`config.mk`:
```
export PLATFORM = sky130hd
export DESIGN_NAME = render_update_ctrl
export DESIGN_NICKNAME = d
export VERILOG_FILES = /design/src/rtl/render_pkg.sv /design/src/rtl/rr_arbiter3.sv /design/src/rtl/render_update_ctrl.sv
export SDC_FILE = /design/constraint.sdc
export NUM_CORES = 1
export LEC_CHECK = 0
export BUFFER_PORTS_ARGS = -buffer_cell sky130_fd_sc_hd__buf_2
export CAP_MARGIN = 30
export CORE_ASPECT_RATIO = 1.4
export CORE_MARGIN = 2
export CORE_UTILIZATION = 30
export DETAILED_ROUTE_END_ITERATION = 12
export PLACE_DENSITY = 0.56
export RECOVER_POWER = 25
export SYNTH_ARGS = -nofsm -noshare
export SYNTH_HDL_FRONTEND = slang
export SYNTH_HIERARCHICAL = 1
export SYNTH_SLANG_ARGS = --single-unit
```
`constraint.sdc`:
```
create_clock -name clk -period 8.9 [get_ports clk]
set_clock_uncertainty 0.05 [all_clocks]
set_input_delay 1.78 -clock clk [delete_from_list [all_inputs] [get_ports clk]]
set_output_delay 1.78 -clock clk [all_outputs]
set_load 0.02 [all_outputs]
```
`src/rtl/render_pkg.sv`:
```
// Shared constants for the render update controller: register map,
// field positions inside the shadow/active words, and FSM encoding.
package render_pkg;

  localparam logic [1:0] REG_PLAYER  = 2'd0;
  localparam logic [1:0] REG_BULLET  = 2'd1;
  localparam logic [1:0] REG_STATE   = 2'd2;
  localparam logic [1:0] REG_INVALID = 2'd3;

  localparam int unsigned POS_W            = 16;
  localparam int unsigned BULLET_COLOR_LSB = 16;
  localparam int unsigned BULLET_COLOR_W   = 2;
  localparam int unsigned IS_RENDER_BIT    = 18;
  localparam int unsigned BULLET_W         = 19;
  localparam int unsigned STATE_W          = 32;

  typedef enum logic {
    ST_ARB    = 1'b0,
    ST_COMMIT = 1'b1
  } ctrl_state_t;

  // Index of the set bit in a 3-bit one-hot vector (0 when empty).
  function automatic logic [1:0] onehot3_to_idx(input logic [2:0] oh);
    logic [1:0] idx;
    idx = 2'd0;
    if (oh[1]) idx = 2'd1;
    if (oh[2]) idx = 2'd2;
    return idx;
  endfunction

endpackage

```
`src/rtl/rr_arbiter3.sv`:
```
// Three-way round-robin arbiter. Grant is combinational; the search starts
// one past the most recently served requester.
module rr_arbiter3
  import render_pkg::*;
(
  input  logic       clk,
  input  logic       rst,
  input  logic [2:0] req,
  input  logic       advance,
  output logic [2:0] grant
);

  logic [1:0]  r_last_grant;
  logic        w_found;
  logic [1:0]  w_idx;
  int unsigned w_pos;

  // Pick the first requesting index in rotation order after r_last_grant.
  always_comb begin
    grant   = '0;
    w_found = 1'b0;
    w_pos   = 0;
    w_idx   = '0;
    for (int unsigned k = 1; k <= 3; k++) begin
      w_pos = 32'(r_last_grant) + k;
      if (w_pos >= 3) w_pos = w_pos - 3;
      w_idx = 2'(w_pos);
      if (!w_found && req[w_idx]) begin
        grant[w_idx] = 1'b1;
        w_found      = 1'b1;
      end
    end
  end

  // Remember who was served so the next search begins after them.
  always_ff @(posedge clk or posedge rst) begin
    if (rst) begin
      r_last_grant <= 2'd2;
    end else if (advance) begin
      r_last_grant <= onehot3_to_idx(grant);
    end
  end

endmodule

```
`src/rtl/render_update_ctrl.sv`:
```
// Double-buffered render register bank: requesters write a shadow bank via
// a round-robin arbiter; a vsync rising edge triggers a one-cycle commit of
// shadow into the active bank driving the renderer.
module render_update_ctrl
  import render_pkg::*;
#(
  parameter int unsigned NREQ  = 3,
  parameter int unsigned CNT_W = 16
) (
  input  logic                 clk,
  input  logic                 reset,
  input  logic                 vsync,
  input  logic                 hold,
  input  logic [NREQ-1:0]      wr_valid,
  input  logic [2*NREQ-1:0]    wr_addr,
  input  logic [32*NREQ-1:0]   wr_data,
  output logic [NREQ-1:0]      wr_ready,
  output logic [15:0]          player_pos,
  output logic [15:0]          bullet_pos,
  output logic [1:0]           bullet_color,
  output logic                 is_render,
  output logic [31:0]          game_state,
  output logic                 frame_tick,
  output logic [CNT_W-1:0]     frame_count,
  output logic                 dirty,
  output logic                 err
);

  ctrl_state_t         r_state, w_state_nxt;
  logic                r_vsync_q;
  logic                w_rise, w_commit, w_xfer;
  logic [2:0]          w_arb_req, w_grant;
  logic [1:0]          w_addr;
  logic [31:0]         w_data;

  logic [POS_W-1:0]    r_sh_player, r_act_player;
  logic [BULLET_W-1:0] r_sh_bullet, r_act_bullet;
  logic [STATE_W-1:0]  r_sh_state,  r_act_state;
  logic [CNT_W-1:0]    r_frame_count;
  logic                r_dirty, r_err;

  assign w_rise    = vsync & ~r_vsync_q;
  // Requests only reach the arbiter in ARB and never while reset is high.
  assign w_arb_req = (r_state == ST_ARB && !reset) ? wr_valid : '0;
  assign wr_ready  = w_grant;
  assign w_xfer    = |w_grant;

  rr_arbiter3 u_arb (
    .clk     (clk),
    .rst     (reset),
    .req     (w_arb_req),
    .advance (w_xfer),
    .grant   (w_grant)
  );

  // Route the granted requester's address and data to the shadow write port.
  always_comb begin
    w_addr = '0;
    w_data = '0;
    for (int unsigned i = 0; i < NREQ; i++) begin
      if (w_grant[i]) begin
        w_addr = wr_addr[2*i +: 2];
        w_data = wr_data[32*i +: 32];
      end
    end
  end

  // Next-state logic: a vsync rise in ARB schedules exactly one commit cycle.
  always_comb begin
    w_state_nxt = r_state;
    w_commit    = 1'b0;
    case (r_state)
      ST_ARB:    if (w_rise) w_state_nxt = ST_COMMIT;
      ST_COMMIT: begin
        w_commit    = 1'b1;
        w_state_nxt = ST_ARB;
      end
      default:   w_state_nxt = ST_ARB;
    endcase
  end

  // State register and vsync edge-detect history.
  always_ff @(posedge clk or posedge reset) begin
    if (reset) begin
      r_state   <= ST_ARB;
      r_vsync_q <= 1'b0;
    end else begin
      r_state   <= w_state_nxt;
      r_vsync_q <= vsync;
    end
  end

  // Shadow bank writes, dirty tracking and sticky invalid-address error.
  always_ff @(posedge clk or posedge reset) begin
    if (reset) begin
      r_sh_player <= '0;
      r_sh_bullet <= '0;
      r_sh_state  <= '0;
      r_dirty     <= 1'b0;
      r_err       <= 1'b0;
    end else if (w_xfer) begin
      r_dirty <= 1'b1;
      case (w_addr)
        REG_PLAYER: r_sh_player <= w_data[POS_W-1:0];
        REG_BULLET: r_sh_bullet <= w_data[BULLET_W-1:0];
        REG_STATE:  r_sh_state  <= w_data;
        default:    r_err       <= 1'b1;
      endcase
    end else if (w_commit && !hold) begin
      r_dirty <= 1'b0;
    end
  end

  // Active bank copy and frame counter, both updated only by a commit.
  always_ff @(posedge clk or posedge reset) begin
    if (reset) begin
      r_act_player  <= '0;
      r_act_bullet  <= '0;
      r_act_state   <= '0;
      r_frame_count <= '0;
    end else if (w_commit) begin
      r_frame_count <= r_frame_count + 1'b1;
      if (!hold) begin
        r_act_player <= r_sh_player;
        r_act_bullet <= r_sh_bullet;
        r_act_state  <= r_sh_state;
      end
    end
  end

  assign player_pos   = r_act_player;
  assign bullet_pos   = r_act_bullet[POS_W-1:0];
  assign bullet_color = r_act_bullet[BULLET_COLOR_LSB +: BULLET_COLOR_W];
  assign is_render    = r_act_bullet[IS_RENDER_BIT];
  assign game_state   = r_act_state;
  assign frame_tick   = (r_state == ST_COMMIT);
  assign frame_count  = r_frame_count;
  assign dirty        = r_dirty;
  assign err          = r_err;

endmodule

```
==> flow_summary.yaml <==
status:
  outcome: "complete, no violations"
pwr:
  p_sw_w: 0.00115
  combPwrFrac: 0.402
  design_power_total_w: 0.00311
  ir_drop_mv: 0.371
  p_int_w: 0.00196
  p_sw_frac: 0.371
  power.share.sequential: 0.353
  power_leakage_nw: 4.43
  clock_power_share: 0.245
  p_per_area_nw_per_um2: 349
global_route:
  grt_pass1_wl_mm: 26.1
  track_usage: 0.140
  antenna_found_initial: 5
  overflow: 0
  grt_max_degree: 98
  grt_pass1_vias: 4821
setup_path:
  end_kind: "output pin"
  startpoint: "reset"
  r2r_start: "u_arb/r_last_grant[0]"
  crit_chain: "clkbuf_1 > nor2_1 > and2_1 > mux2_4 > a21oi_4 > a32o_2 > buf_4 > buf_2"
  cpLargestDelayFamily: "buffers and inverters"
  path_max_fanout: 51
  max_stage_delay_ps: 500
  r2r_setup_slack_ps: 4630
  slowest_stage: "buf_4"
  required_ps: 7070
  worstSetupStartpointType: "input port"
  path_buf_inv: 3
  worst-setup-path-type: "input port to output pin"
  worstPathArrival_ps: 3980
cts:
  cts_sinks: 156
  cts_setup_buffers: 0
  cts_root_buf: "clkbuf_16"
  numCtsBuffers: 17
  cts.repair.resized: 0
  hold_buffers: 0
  clk_pin_slew_worst_paths_ps: 60
  clk_path_buf_depth: 2
  clock_latency_ps: 430
  cts_tree: "yes"
  htree_levels: 4
logic_synthesis:
  syn_inst: 533
  yosys_warnings: 6
  synth_ff_type: "dfrtp_1"
  netlist_area_um2: 6960
  syn_avg_cell_area_um2: 13.1
  ys_seq_area_frac: 0.561
  ys_types: 58
  async_flop_share: 1.00
  synth.ff_latch_count: 156
  synth_edf_count: 0
  syn_nets: 649
final_layout:
  nNetsFinal: 841
  multiInputGateArea_um2: 2880
  areaGrowthSynthToFinish_pct: 28.2
  seqCellArea_um2: 3910
  layout_commonest_cell: "buf_2"
  layout_common_cells: "196 x buf_2, 155 x dfrtp_1, 93 x mux2_2, 42 x mux2_1, 39 x nand2_1"
  final_area_um2: 8930
  nFillCells: 2252
  layout-drive-gt1-share: 0.473
timing:
  fmax_mhz: 172
  tightest_slew_ps: 907
  setup-violations-final: 0
  drv_slew: 0
  slew_headroom: 0.393
  rsz0062_at_grt: "no"
  timing.final.ws_setup_ps: 3090
  fin_crit_ps: 5810
  period_share: 0.653
  hold_viol_final: 0
  tns_ps: 0
floorplan:
  fp.dieArea_um2: 24500
  start_util: 0.302
  io-pin-count: 198
  coreArea_um2: 23000
  die_x_um: 133
  die_h_um: 184
  num_rows: 66
placed_design:
  postPlaceCellArea_um2: 8250
  dp_hpwl_mm: 11.6
  place_congestion: 0.733
  numPortBuffers: 197
  place_ws_ps: 3070
worst_hold_path:
  min_path_type: "register to register"
  hp-start: "r_vsync_q"
routing:
  routed-wl-met3_mm: 1.05
  first_pass_iters: 4
  routedWlPerCell_um: 15.8
  drt-vias-per-instance: 4.63
  via_count: 4841
  drt_wl_total_mm: 16.5
  first_iter_violations: 208
  route.met2.wl_mm: 8.20
  ant_nets: 0
  drc: 0
  top_layer_used: "met5"
  drt-met1-wl_mm: 6.91
job:
  maxCapViolCount: 0
## routing by layer
| layer | vias up | GRT usage |
|---|---|---|
| met5 | - | 0 |
| met2 | 152 | 0.234 |
| met1 | 2359 | 0.170 |
| li1 | 2299 | - |
| met4 | 8 | 0.0477 |
| met3 | 23 | 0.0448 |
## cell usage after synthesis, types with 2 or more instances
cell	number	area, µm²
dfrtp_1	155	3880
mux2_2	93	1050
mux2_1	42	473
nand2_1	40	150
a22oi_1	31	233
o21ai_0	26	130
buf_2	16	80.1
inv_1	10	37.5
xnor2_1	10	87.6
nor2_1	8	30.0
o21ai_1	8	40.0
ha_1	7	87.6
clkbuf_1	6	22.5
nand4_1	6	37.5
a21oi_1	5	25.0
nor2b_1	5	31.3
xor2_1	5	43.8
and2_1	4	25.0
buf_1	3	11.3
buf_4	3	22.5
nand3_1	3	15.0
nand3b_1	3	22.5
a31oi_1	2	12.5
buf_6	2	22.5
nand2b_1	2	12.5
nor2_4	2	22.5
nor3b_2	2	25.0
o211ai_1	2	15.0
o21bai_1	2	15.0
or2b_1	2	15.0
## power groups by stage
stage	clock, W	sequential [W]	combinational [W]
2_1_floorplan	0	0.00126	0.000721
3_3_place_gp	0	0.00111	0.00124
3_5_place_dp	0	0.00112	0.00128
4_1_cts	0.000789	0.00110	0.00128
5_1_grt	0.000819	0.00114	0.00138
6_report	0.000761	0.00110	0.00125
## kinds of logic after synthesis
kind of cell    Yosys count  synth area share
compound gates           87            0.0859
fa+ha+maj                 7            0.0126
buf+inv                  40            0.0282
flops                   156             0.561
mux                     137             0.222
simple gates             91            0.0719
xor+xnor                 15            0.0189
## worst register-to-register path, delay by kind of cell, from the launching register on
family                     cells  cell delay [ps]
AOI/OAI and AO/OA              3              950
adders and majority gates      1              560
buffers and inverters          1              160
DFF                            1              480
muxes                          1              260
and+or+nand+nor                4             1750
## through the flow
stage	std cells	hold slack (ps)	util
floorplan	533	332	-
global placement	1009	338	0.357
detailed placement	1010	350	0.358
CTS	1042	359	0.385
global route	1044	369	0.387
finish	1045	357	0.388
## final timing paths
path                                    endpoint  depth (start not counted)
hold / removal                        frame_tick                          1
min in group asynchronous  u_arb/r_last_grant[0]                          2
max in group asynchronous         game_state[26]                          4
setup / recovery                     wr_ready[2]                          8
hold reg to reg                       frame_tick                          1
setup reg to reg                  r_sh_player[3]                         10
## flip-flops by register name, indices dropped and copies added (netlist names), 2 cells and up
| signal | flops |
|---|---|
| r_act_bullet | 19 |
| r_sh_player | 16 |
| u_arb/r_last_grant | 2 |
| player_pos | 16 |
| frame_count | 16 |
| game_state | 32 |
| r_sh_bullet | 19 |
| r_sh_state | 32 |
## layout make-up
type / count / share of cell area
diodes: 1 / 0.000280
clock buffers: 20 / 0.0523
clock inverters: 12 / 0.0182
inverters: 10 / 0.00434
multi-input cells: 337 / 0.323
flip-flops and latches: 156 / 0.437
well taps: 306 / 0.0429
repair buffers: 203 / 0.122
(Power assumes the default switching activity.)
